### src/rtl/keypad_scanner_if.sv
// Keypad scanner signal bundle.
// Column drive, raw rows and the accepted-key outputs.
interface keypad_scanner_if;
  logic [3:0] row_in;
  logic [3:0] col_out;
  logic [3:0] keypad_value;
  logic       key_valid;
  logic       key_held;

  modport master (
    input  row_in,
    output col_out,
    output keypad_value,
    output key_valid,
    output key_held
  );

  modport slave (
    output row_in,
    input  col_out,
    input  keypad_value,
    input  key_valid,
    input  key_held
  );
endinterface

### src/rtl/keypad_scanner.sv
// 4x4 matrix keypad scanner with sweep-based debounce.
// One column driven low at a time; one FSM step per sweep.
module keypad_scanner #(
  parameter int SCAN_DIV       = 50000,
  parameter int DEBOUNCE_SCANS = 4
) (
  input  logic            clk,
  input  logic            reset,
  keypad_scanner_if.master kp
);

  typedef enum logic [1:0] {
    IDLE,
    CANDIDATE,
    PRESSED,
    RELEASE
  } state_t;

  localparam logic [15:0] DWELL_LAST = 16'(SCAN_DIV - 1);
  localparam logic [3:0]  DEB        = 4'(DEBOUNCE_SCANS);

  logic [3:0]  row_s1;
  logic [3:0]  row_s2;
  logic [15:0] dwell;
  logic [1:0]  col;
  logic        last;
  logic        eval;

  logic        hit;
  logic [1:0]  hit_row;
  logic        acc_found;
  logic [3:0]  acc_code;
  logic        sw_found;
  logic [3:0]  sw_code;

  state_t      state;
  state_t      state_n;
  logic [3:0]  cnt;
  logic [3:0]  cnt_n;
  logic [3:0]  cand;
  logic [3:0]  cand_n;
  logic [3:0]  value;
  logic [3:0]  value_n;
  logic        valid;
  logic        valid_n;
  logic        held;
  logic        held_n;

  assign last = (dwell == DWELL_LAST);
  assign eval = last && (col == 2'd3);

  assign kp.col_out      = ~(4'b0001 << col);
  assign kp.keypad_value = value;
  assign kp.key_valid    = valid;
  assign kp.key_held     = held;

  // Two-flop synchronizer for the asynchronous rows (idle high).
  always_ff @(posedge clk) begin
    if (reset) begin
      row_s1 <= 4'hF;
      row_s2 <= 4'hF;
    end else begin
      row_s1 <= kp.row_in;
      row_s2 <= row_s1;
    end
  end

  // Dwell counter and column index; column advances on dwell wrap.
  always_ff @(posedge clk) begin
    if (reset) begin
      dwell <= '0;
      col   <= 2'd0;
    end else if (last) begin
      dwell <= '0;
      col   <= col + 2'd1;
    end else begin
      dwell <= dwell + 16'd1;
    end
  end

  // Lowest low row in the synchronized sample.
  always_comb begin
    hit     = (row_s2 != 4'hF);
    hit_row = 2'd0;
    priority case (1'b1)
      !row_s2[0]: hit_row = 2'd0;
      !row_s2[1]: hit_row = 2'd1;
      !row_s2[2]: hit_row = 2'd2;
      !row_s2[3]: hit_row = 2'd3;
      default:    hit_row = 2'd0;
    endcase
  end

  // Sweep result: earlier columns win, column 3 sample merged in.
  always_comb begin
    sw_found = acc_found | hit;
    sw_code  = acc_found ? acc_code : {hit_row, col};
  end

  // Holds the first key seen in columns 0..2 of the current sweep.
  always_ff @(posedge clk) begin
    if (reset) begin
      acc_found <= 1'b0;
      acc_code  <= 4'h0;
    end else if (eval) begin
      acc_found <= 1'b0;
      acc_code  <= 4'h0;
    end else if (last && !acc_found && hit) begin
      acc_found <= 1'b1;
      acc_code  <= {hit_row, col};
    end
  end

  // Debounce FSM state and registered outputs.
  always_ff @(posedge clk) begin
    if (reset) begin
      state <= IDLE;
      cnt   <= 4'h0;
      cand  <= 4'h0;
      value <= 4'h0;
      valid <= 1'b0;
      held  <= 1'b0;
    end else begin
      state <= state_n;
      cnt   <= cnt_n;
      cand  <= cand_n;
      value <= value_n;
      valid <= valid_n;
      held  <= held_n;
    end
  end

  // Debounce next-state: one step per sweep on the column-3 sample.
  always_comb begin
    state_n = state;
    cnt_n   = cnt;
    cand_n  = cand;
    value_n = value;
    valid_n = 1'b0;
    held_n  = held;
    if (eval) begin
      unique case (state)
        IDLE: begin
          if (sw_found) begin
            state_n = CANDIDATE;
            cand_n  = sw_code;
            cnt_n   = 4'd1;
            if (cnt_n == DEB) begin
              state_n = PRESSED;
              value_n = cand_n;
              valid_n = 1'b1;
              held_n  = 1'b1;
            end
          end
        end
        CANDIDATE: begin
          if (!sw_found) begin
            state_n = IDLE;
            cnt_n   = 4'd0;
          end else begin
            if (sw_code == cand) begin
              cnt_n = cnt + 4'd1;
            end else begin
              cand_n = sw_code;
              cnt_n  = 4'd1;
            end
            if (cnt_n == DEB) begin
              state_n = PRESSED;
              value_n = cand_n;
              valid_n = 1'b1;
              held_n  = 1'b1;
            end
          end
        end
        PRESSED: begin
          if (!sw_found) begin
            state_n = RELEASE;
            cnt_n   = 4'd1;
            if (cnt_n == DEB) begin
              state_n = IDLE;
              cnt_n   = 4'd0;
              held_n  = 1'b0;
            end
          end
        end
        RELEASE: begin
          if (sw_found) begin
            state_n = PRESSED;
            cnt_n   = 4'd0;
          end else begin
            cnt_n = cnt + 4'd1;
            if (cnt_n == DEB) begin
              state_n = IDLE;
              cnt_n   = 4'd0;
              held_n  = 1'b0;
            end
          end
        end
        default: begin
          state_n = IDLE;
          cnt_n   = 4'd0;
        end
      endcase
    end
  end

endmodule

### src/flat_wrapper.sv
// flat-port wrapper written by rule: the top's interface ports become plain ports
module keypad_scanner_flat 
#(
  parameter int SCAN_DIV       = 50000,
  parameter int DEBOUNCE_SCANS = 4
)
  (clk, reset, kp_row_in, kp_col_out, kp_keypad_value, kp_key_valid, kp_key_held);
  keypad_scanner_if kp_i ();
  input  logic clk;
  input  logic reset;
  input wire logic [$bits(kp_i.row_in)-1:0] kp_row_in;
  output wire logic [$bits(kp_i.col_out)-1:0] kp_col_out;
  output wire logic [$bits(kp_i.keypad_value)-1:0] kp_keypad_value;
  output wire logic [$bits(kp_i.key_valid)-1:0] kp_key_valid;
  output wire logic [$bits(kp_i.key_held)-1:0] kp_key_held;
  assign kp_i.row_in = kp_row_in;
  assign kp_col_out = kp_i.col_out;
  assign kp_keypad_value = kp_i.keypad_value;
  assign kp_key_valid = kp_i.key_valid;
  assign kp_key_held = kp_i.key_held;
  keypad_scanner #(.SCAN_DIV(SCAN_DIV), .DEBOUNCE_SCANS(DEBOUNCE_SCANS)) u_core (.clk(clk), .reset(reset), .kp(kp_i));
endmodule
### config.mk
export PLATFORM = sky130hd
export DESIGN_NAME = keypad_scanner_flat
export DESIGN_NICKNAME = d
export VERILOG_FILES = /design/src/rtl/keypad_scanner_if.sv /design/src/rtl/keypad_scanner.sv /design/src/flat_wrapper.sv
export SDC_FILE = /design/constraint.sdc
export NUM_CORES = 1
export LEC_CHECK = 0
export CORE_UTILIZATION = 45
export CTS_BUF_LIST = sky130_fd_sc_hd__clkbuf_8
export DETAILED_ROUTE_END_ITERATION = 6
export PLACE_DENSITY = 0.71
export SYNTH_ARGS = -nofsm -noshare
export SYNTH_HDL_FRONTEND = slang
export SYNTH_SLANG_ARGS = --single-unit
### constraint.sdc
create_clock -name clk -period 2.45 [get_ports clk]
set_input_delay 0.6125 -clock clk [delete_from_list [all_inputs] [get_ports clk]]
set_output_delay 0.6125 -clock clk [all_outputs]
set_load 0.02 [all_outputs]
**Yosys cells after proc, flatten, opt, wreduce, memory -nomap -nowiden**

Index checks and enable logic that the tools add are counted.

- $add $sub $neg: 3
- Equality and inequality tests: 17
- Shifts and indexed selects: 1
- Muxes and demuxes: 32
- Bitwise gates (word level): 5
- Reductions and logical operators: 15

Operators by type and width:

| cell | count |
|---|---|
| two-way mux 4 bit | 13 |
| two-way mux 2 bit | 10 |
| adder 16 x 1 -> 16 bit, second input constant | 1 |
| equality test 16 bit, second input constant | 1 |
| case mux 4 bit (4 select lines) | 1 |
| equality test 4 x 3 -> 1 bit, second input constant | 2 |
| != test 2 x 1 -> 1 bit, second input constant | 4 |
| case mux 2 bit (4 select lines) | 1 |
| case mux 4 bit (2 select lines) | 1 |
| AND reduction 4 bit | 2 |
| equality test 2 bit, second input constant | 3 |
| AND reduction 6 bit | 1 |
| two-way mux 1 bit | 5 |
| AND reduction 5 bit | 1 |
| adder 4 x 1 -> 4 bit, second input constant | 1 |
| equality test 4 bit | 1 |
| != test 2 bit, second input constant | 2 |
| != test 4 bit, second input constant | 1 |
| NOT 4 bit | 1 |
| nonzero test 2 bit | 2 |
| OR reduction 2 bit | 2 |
| OR reduction 4 bit | 1 |
| << shifter 1 x 2 -> 4 bit, first input constant | 1 |
| logical AND 1 bit | 3 |
| other kinds (10) | 12 |

- Bits in registers: 47
- Bits of input ports: 6
- Output and inout bits: 10
- Word-level logic and storage cells: 85

**Depth between registers and ports, before layout**

Gate-level depths: netlist of the first run.

- Word-level depth: 14
- Depth in mapped cells: 8
- Mapped depth without buffers: 7

**Worst setup path after synthesis of the first run**

Ideal clock, no wire load.

- Path kind: register to register
- From: reg u_core.dwell[4]
- To: reg u_core.state[0]
- Setup time: 0.132 ns
- Arrival: 2.017 ns
- Required time: 2.318 ns
- Path slack: 0.301 ns
- Cell stages (with the launch flop): 7
- Path buffers: 0
- Clock period less this slack: 2.149 ns
- Cells stage by stage: dfxtp_1 or4b_4 nor4_2 nand2_2 a21o_4 a2111oi_4 a211oi_1

- Longest elaborated chain between the ends: 3

Ends and longest elaborated chain:

| what | line | RTL |
|---|---|---|
| from (decl) | keypad_scanner.sv:24 | `logic [15:0] dwell;` |
| from (signal assigned) | keypad_scanner.sv:77 | `dwell <= dwell + 16'd1;` |
| equality test 16 bit | keypad_scanner.sv:49 | `assign last = (dwell == DWELL_LAST);` |
| logical AND 1 bit | keypad_scanner.sv:50 | `assign eval = last && (col == 2'd3);` |
| AND reduction 5 bit (no line) | n/a |  |
| to (signal assigned) | keypad_scanner.sv:124 | `state <= state_n;` |
| to (decl) | keypad_scanner.sv:36 | `state_t state;` |

Every way passes these cells.
A chain may end at the register's enable or synchronous reset.

**Final worst setup path of the first run**

- From: reg u_core.col[1]
- To: out kp_col_out[3]

- Longest elaborated chain between the ends: 2

Ends and longest elaborated chain:

| what | line | RTL |
|---|---|---|
| from (decl) | keypad_scanner.sv:25 | `logic [1:0] col;` |
| from (signal assigned) | keypad_scanner.sv:75 | `col <= col + 2'd1;` |
| << shifter 1 x 2 -> 4 bit | keypad_scanner.sv:52 | `assign kp.col_out = ~(4'b0001 << col);` |
| NOT 4 bit | keypad_scanner.sv:52 |  |
| to (decl) | flat_wrapper.sv:12 | `output wire logic [$bits(kp_i.col_out)-1:0] kp_col_out;` |

Every way passes these cells.

==> reports/results.txt, run 1 <==
The area of placed instances is 2510 um^2, and the top fanout value on the critical path is 6. The tools report the clock sink count as 47. Count of pins over their slew limit: 0. The type of the worst setup path is flop to primary output. Row generation in the floorplan step produced 25 rows. The tools report the via count of the first global-routing pass as 1583. Counting along the longest clock path gives a buffer depth of 2. The area fraction of the dominant cell type after synthesis was 0.414; the number of violations of the max-capacitance limit was 0. Sorting the synthesized cells by area gives the leading types as sky130_fd_sc_hd__dfxtp_1 41%, sky130_fd_sc_hd__nor2_1 5.1%, sky130_fd_sc_hd__xor2_1 5.0%. The tools report the highest achievable clock rate as 438 MHz. The length of the first detailed-routing pass in iterations is 4, and the area of the die is 5330 um^2.

Per-cell routed wire length: 12.4 um. Dividing the synthesized area by the synthesized cell count gives 9.05 um^2. Detailed placement finished with a half-perimeter wire length of 3.00 mm. In this run, synthesis inferred 0 flip-flops with an integrated enable.

At the worst endpoint, the arrival time is 1.67 ns. Setup repair after global routing left no endpoint under its margin. For the routed wire length, the log shows 4.17 mm. The x dimension of the die is 73.0 um, and the global route total overflow is 0. The number of nets in the synthesized netlist is 264. The final cycle utilization of the critical path is 0.932, and the source-to-sink clock delay at the later pin of the worst-skew pair is 0.30 ns. After the last flow step, the layout net total stands at 283. The clock slew at the register clock pins of the worst setup and hold paths came out at 0.08 ns.

The flow ran to the end, and the final reports show no timing, DRC or antenna violations. Dividing total power by cell area gives a power density of 528 nW/um^2. In the routed design, unresolved DRC markers number 0.

Entering global routing, the biggest net connects 27 pins. The tools report the number of design-rule violations left by the first detailed-router iteration as 79. The busiest metal layer after global routing is met2.

The met3 usage came out at 0.0511. CTS built an H-tree with a depth of 2. The tools report the met1 routing resource usage after global routing as 0.234. The global routing usage on met2 is 0.271, and the time the final worst path needs with I/O delays and setup is 2.28 ns. For the mapped cell area, the log shows 2270 um^2. The tools report the leakage power total as 0.947 nW.

Among all flip-flop cells after synthesis, the most frequent one is sky130_fd_sc_hd__dfxtp_1. The run gives 0.415 ns as the hold slack. The worst setup path is captured at a primary output. After layout, the design draws a total of 0.00139 W.

The share of synthesized area occupied by flip-flops and latches was 0.414. Path class of the lowest-slack min-delay path: flop to flop. After detailed placement, the design holds a cell count of 330. The cell area after layout came out at 2630 um^2.

Setup violations remaining at the end of the flow were counted as 0. The fraction of registers with async set/reset works out to 0. Number of port buffers: 15. For this run, the number of Yosys warnings is 0. TritonCTS built the clock tree. The post-detailed-route count of antenna-violating nets was 0. Placer's final routability congestion estimate: 0.753.

Cell with the most instances after synthesis: sky130_fd_sc_hd__dfxtp_1. The number of antenna diodes in the final layout is 0. VDD sags by at most 0.456 mV.

For the final routed database, the setup TNS stands at 0 ns. The category of the worst setup path launch point was a flop. Counting flops and latches in the post-synthesis netlist gives 47. The wire length of the first global-routing pass is 7.15 mm, and the number of antenna violations at the first check in global routing is 0. 16 I/O pins were placed.

Area growth from synthesis to layout: 15.7%. The finished layout holds 337 standard cells, fillers aside. Clock tree synthesis inserted a total of 5 buffers. The logs give 1.84 ns for the required time reported for the critical path endpoint and 0.00891 ns for the post-route clock skew. The aggregate global-route resource usage is 0.176, and the area of the core is 4790 um^2.

For the pin with the worst max-slew slack, the measured transition is 0.619 ns. For the worst max-slew margin expressed relative to the limit, the log shows 0.586. The biggest area contributor in the post-synthesis netlist is sky130_fd_sc_hd__dfxtp_1. The run gives 43 as the number of library cell types mapped by synthesis. The starting density of the core came out at 0.475.

After detailed routing, the number of vias per cell comes to 5.23. Detailed routing inserted a total of 1762 vias. The buffers inserted during post-CTS setup optimization was 0; the share of cells above drive strength 1 was 0.126. The tools report the root cell of the clock tree as sky130_fd_sc_hd__clkbuf_8. In the synthesized netlist, the number of instances is 251. Ranked by instance count, the synthesized netlist is headed by 47 x sky130_fd_sc_hd__dfxtp_1, 31 x sky130_fd_sc_hd__nor2_1, 14 x sky130_fd_sc_hd__nand2_1. The die height was 73.0 um; the final number of hold-violating endpoints was 0.
-- sequential cells by signal (all words and copies together), names as in the netlist, named ones only --
name / count
u_core.row_s2: 4
u_core.kp.key_valid: 1
u_core.col: 2
u_core.acc_code: 4
u_core.cnt: 4
u_core.state: 1
u_core.acc_found: 1
u_core.cand: 4
u_core.kp.keypad_value: 4
u_core.dwell: 16
u_core.row_s1: 4
u_core.kp.key_held: 1
-- layout make-up --
cell class | count | area (um^2)
clock buffers | 5 | 68.8
clock inverters | 2 | 37.5
fillers | 447 | 2160
inverters | 12 | 45.0
multi-input cells | 183 | 1260
flip-flops and latches | 47 | 941
well taps | 67 | 83.8
repair buffers | 21 | 195
-- cells by family (layout without fill, tap and decap cells) --
family / count (synthesis) / in the layout / share of synthesized area
fa+ha+maj: 7 / 7 / 0.0386
compound gates: 30 / 30 / 0.0986
simple gates: 115 / 115 / 0.286
buf+inv: 21 / 40 / 0.0364
mux: 10 / 10 / 0.0452
flops: 47 / 47 / 0.414
xor+xnor: 21 / 21 / 0.0810
-- per-stage QoR --
step	worst slack, ns	util
after floorplan	0.301	-
after global placement	0.239	0.525
after detailed placement	0.199	0.525
after CTS	0.155	0.547
after global routing	0.00686	0.549
final	0.166	0.549
-- path summary, 6_finish.rpt --
check,slack [ns],cells after the start,start,to
min,0.42,1,u_core.row_s1[2],u_core.row_s2[2]
max,0.17,3,u_core.col[1],kp_col_out[3]
max reg2reg,0.17,5,u_core.dwell[4],u_core.acc_code[0]
min reg2reg,0.42,1,u_core.row_s1[2],u_core.row_s2[2]
-- metal layers --
layer / part of all wire / vias up / wire length (um)
met5: 0 / - / 0
li1: - / 915 / -
met2: 0.46 / 23 / 1900
met3: 0.038 / 5 / 157
met1: 0.49 / 819 / 2060
met4: 0.014 / 0 / 60
-- worst max-delay path: stages, from the launching register on --
cell,delay (ns)
sky130_fd_sc_hd__dfxtp_1,0.37
sky130_fd_sc_hd__ha_1,0.26
sky130_fd_sc_hd__inv_1,0.13
sky130_fd_sc_hd__clkdlybuf4s50_1,0.61
-- report_power, final --
part	switching [W]	total, W	internal [W]
Combinational	0.0000365	0.0000634	0.0000269
Sequential	0.00000620	0.000780	0.000773
Clock	0.000246	0.000545	0.000298
-- layout by cell type (no fill, tap or decap), drive strengths merged, types with 12 or more instances in the layout --
cell and count:
dfxtp 47, nor2 31, clkdlybuf4s50 15, nand2 15, a21oi 13, xor2 13, nand3 13, inv 12
nor3 12
-- timing repair --
action                                  CTS  global route
resized for setup                         0             1
hold buffers                              0             0
endpoints found under the setup margin    0             2
endpoints found under the hold margin     0             0
Note: power is estimated with default switching activity, not from simulation.
==> run 2, diff against run 1 <==
Settings changed: SKIP_CTS_REPAIR_TIMING from default to 1.
Clock period 2.45 ns to 2.2 ns, I/O delays scaled along.
==> reports/results.txt, run 2 (same netlist as run 1, synthesis figures left out) <==
The critical path starts at u_core.dwell[7]. The run gives 0 (unchanged) as the count of pins over their slew limit. The run gives 0.30 ns (about the same) as the source-to-sink clock delay at the later pin of the worst-skew pair. The final number of hold-violating endpoints is 0 (unchanged), and the clock slew at the register clock pins of the worst setup and hold paths is 0.09 ns (about the same). The worst ir drop on vdd came out at 0.298 mV (-35%).

The number of design-rule violations left by the first detailed-router iteration is 68 (-14%), and the level count of the clock H-tree is 2 (unchanged). The actual transition at the worst max-transition pin is 0.351 ns (-0.268 ns), and the number of port buffers is 15 (unchanged). The flow ran to the end, and the final reports show no timing, DRC or antenna violations. The tools report the worst setup slack after layout as 0.101 ns (-0.0649 ns). The logs give 0.765 (+0.179) for the worst max-slew margin expressed relative to the limit and 4.29 mm (+2.8%) for the routed wire length. The number of flip-flops in the largest register is 16 (unchanged), and the maximum number of pins on one net before global-route repair is 16 (-41%).

The tools report the count of nets after finishing as 296 (+4.6%). Required time reported for the critical path endpoint: 2.40 ns (+0.56 ns). The x dimension of the die works out to 73.0 um (unchanged).

The tools report the leakage power total as 1.04 nW (+9.6%). The clock sink count was 47 (unchanged). The time the final worst path needs with I/O delays and setup came out at 2.10 ns.

The total negative slack for setup checks came out at 0 ns (unchanged). In this run the critical register-to-register path is launched from u_core.dwell[7]. Deepest clock path buffer count: 2 (unchanged).

The top fanout value on the critical path is 4 (-2). The count of cells along the worst register-to-register path is 5 (unchanged). The die height is 73.0 um (unchanged), and the area of the core is 4790 um^2 (unchanged). The per-cell routed wire length came out at 12.2 um (-1.3%). The post-detailed-route count of antenna-violating nets is 0 (unchanged), and the power per unit of standard cell area is 546 nW/um^2 (+3.3%). The tree is rooted in a sky130_fd_sc_hd__clkbuf_8. Setup repair after global routing left no endpoint under its margin. The path class of the lowest-slack min-delay path is flop to flop. The run gives 0 (unchanged) as the number of violations of the max-capacitance limit. The logs give 5330 um^2 (unchanged) for the area of the die and 0.777 (+3.2%) for the placer's final routability congestion estimate.

The tools report the category of the worst setup path launch point as a flop. The share of cells above drive strength 1 came out at 0.183 (+0.0572). The data arrival at the endpoint of the critical path is 2.30 ns (+0.63 ns).

The area growth from synthesis to layout is 21.1%, and the number of design rule violations left after detail routing is 0 (unchanged). TritonCTS built the clock tree. The library cell used most frequently in the layout, excluding fill and tap cells, is sky130_fd_sc_hd__dfxtp_1. Derived from the worst setup path, the maximum achievable clock frequency is 476 MHz. Kind of end point of the critical path: a flop. The type of the worst setup path is flop to flop. The number of antenna violations at the first check in global routing is 0 (unchanged), and the starting density of the core is 0.475 (unchanged).

In the layout the commonest cells are 45 x sky130_fd_sc_hd__dfxtp_1, 31 x sky130_fd_sc_hd__nor2_1, 18 x sky130_fd_sc_hd__buf_4. The global route total overflow is 0 (unchanged), and the wire length of the first global-routing pass is 7.29 mm (+2.0%). The floorplan row count was 25 (unchanged). The count of inserted antenna diode cells is 0 (unchanged), and the total CTS buffers is 5 (unchanged).

The via count of the first global-routing pass came out at 1607 (+1.5%). The final setup violation count was 0 (unchanged); the pre-CTS setup slack was 0.0566 ns (-0.143 ns). The tools report the aggregate global-route resource usage as 0.179 (+0.00267).

The run gives 0.00150 W (+8.2%) as the total power draw. The I/O pin total is 16 (unchanged), and the depth of the worst hold-timing path is 1 (unchanged). The final cycle utilization of the critical path is 0.954. The tools report the length of the first detailed-routing pass in iterations as 4 (unchanged). The tools report the startpoint of the most critical hold path as u_core.row_s1[2]. The run gives 3.19 mm (+6.2%) as the placed wire-length estimate. The post-route clock skew was 0.00917 ns (+0.000255 ns). Ranked by flip-flop count, first place goes to u_core.dwell. The number of vias after detailed routing was 1782 (+1.1%).

The via density per instance was 5.08 (-2.9%).
-- run 2: through the flow --
stage / cells / utilization / hold slack, ns / instance area (um^2)
after floorplan: 251 / - / 0.389 / 2270
after global placement: 342 / 0.546 / 0.392 / 2620
after detailed placement: 342 / 0.546 / 0.399 / 2620
after CTS: 350 / 0.567 / 0.420 / 2710
after global routing: 351 / 0.575 / 0.443 / 2750
final: 351 / 0.575 / 0.417 / 2750
-- run 2: worst max-delay path: stages (launching register included) --
cell and delay (ns):
sky130_fd_sc_hd__dfxtp_1 0.34, sky130_fd_sc_hd__or4b_4 0.57, sky130_fd_sc_hd__or4_4 0.54, sky130_fd_sc_hd__nor3b_4 0.29, sky130_fd_sc_hd__mux2i_1 0.21, sky130_fd_sc_hd__nor2_1 0.05
-- run 2: path summary, 6_finish.rpt --
path | endpoint | slack [ns]
setup / recovery | u_core.acc_code[0] | 0.10
hold / removal | u_core.row_s2[2] | 0.42
setup reg to reg | u_core.acc_code[0] | 0.10
hold reg to reg | u_core.row_s2[2] | 0.42
-- run 2: area by class of cell --
cell class	instances	area, um^2
inverters	12	45.0
repair buffers	34	315
fillers	434	2040
clock inverters	2	16.3
flip-flops and latches	47	943
well taps	67	83.8
clock buffers	6	82.6
multi-input cells	183	1260
-- run 2: power by group --
group	internal [W]	switching, W	leakage (nW)	total (W)
Combinational	0.0000385	0.0000424	0.609	0.0000809
Clock	0.000257	0.000295	0.0474	0.000552
Sequential	0.000861	0.00000713	0.382	0.000868
Total	0.00116	0.000344	1.04	0.00150
-- run 2: per-layer routing --
layer  track usage  share of wire  wire, um  vias up
met5             0              0         0        -
met4        0.0654         0.0098        42        0
met3        0.0345          0.029       125        4
met2         0.270           0.43      1850       23
met1         0.253           0.53      2270      821
li1              -              -         -      934
==> run 3, diff against run 2 <==
Settings changed: ABC_CLOCK_PERIOD_IN_PS from default to 2200.
==> results of run 3 <==
The final DEF is identical to that of run 2; final timing and power are the same.
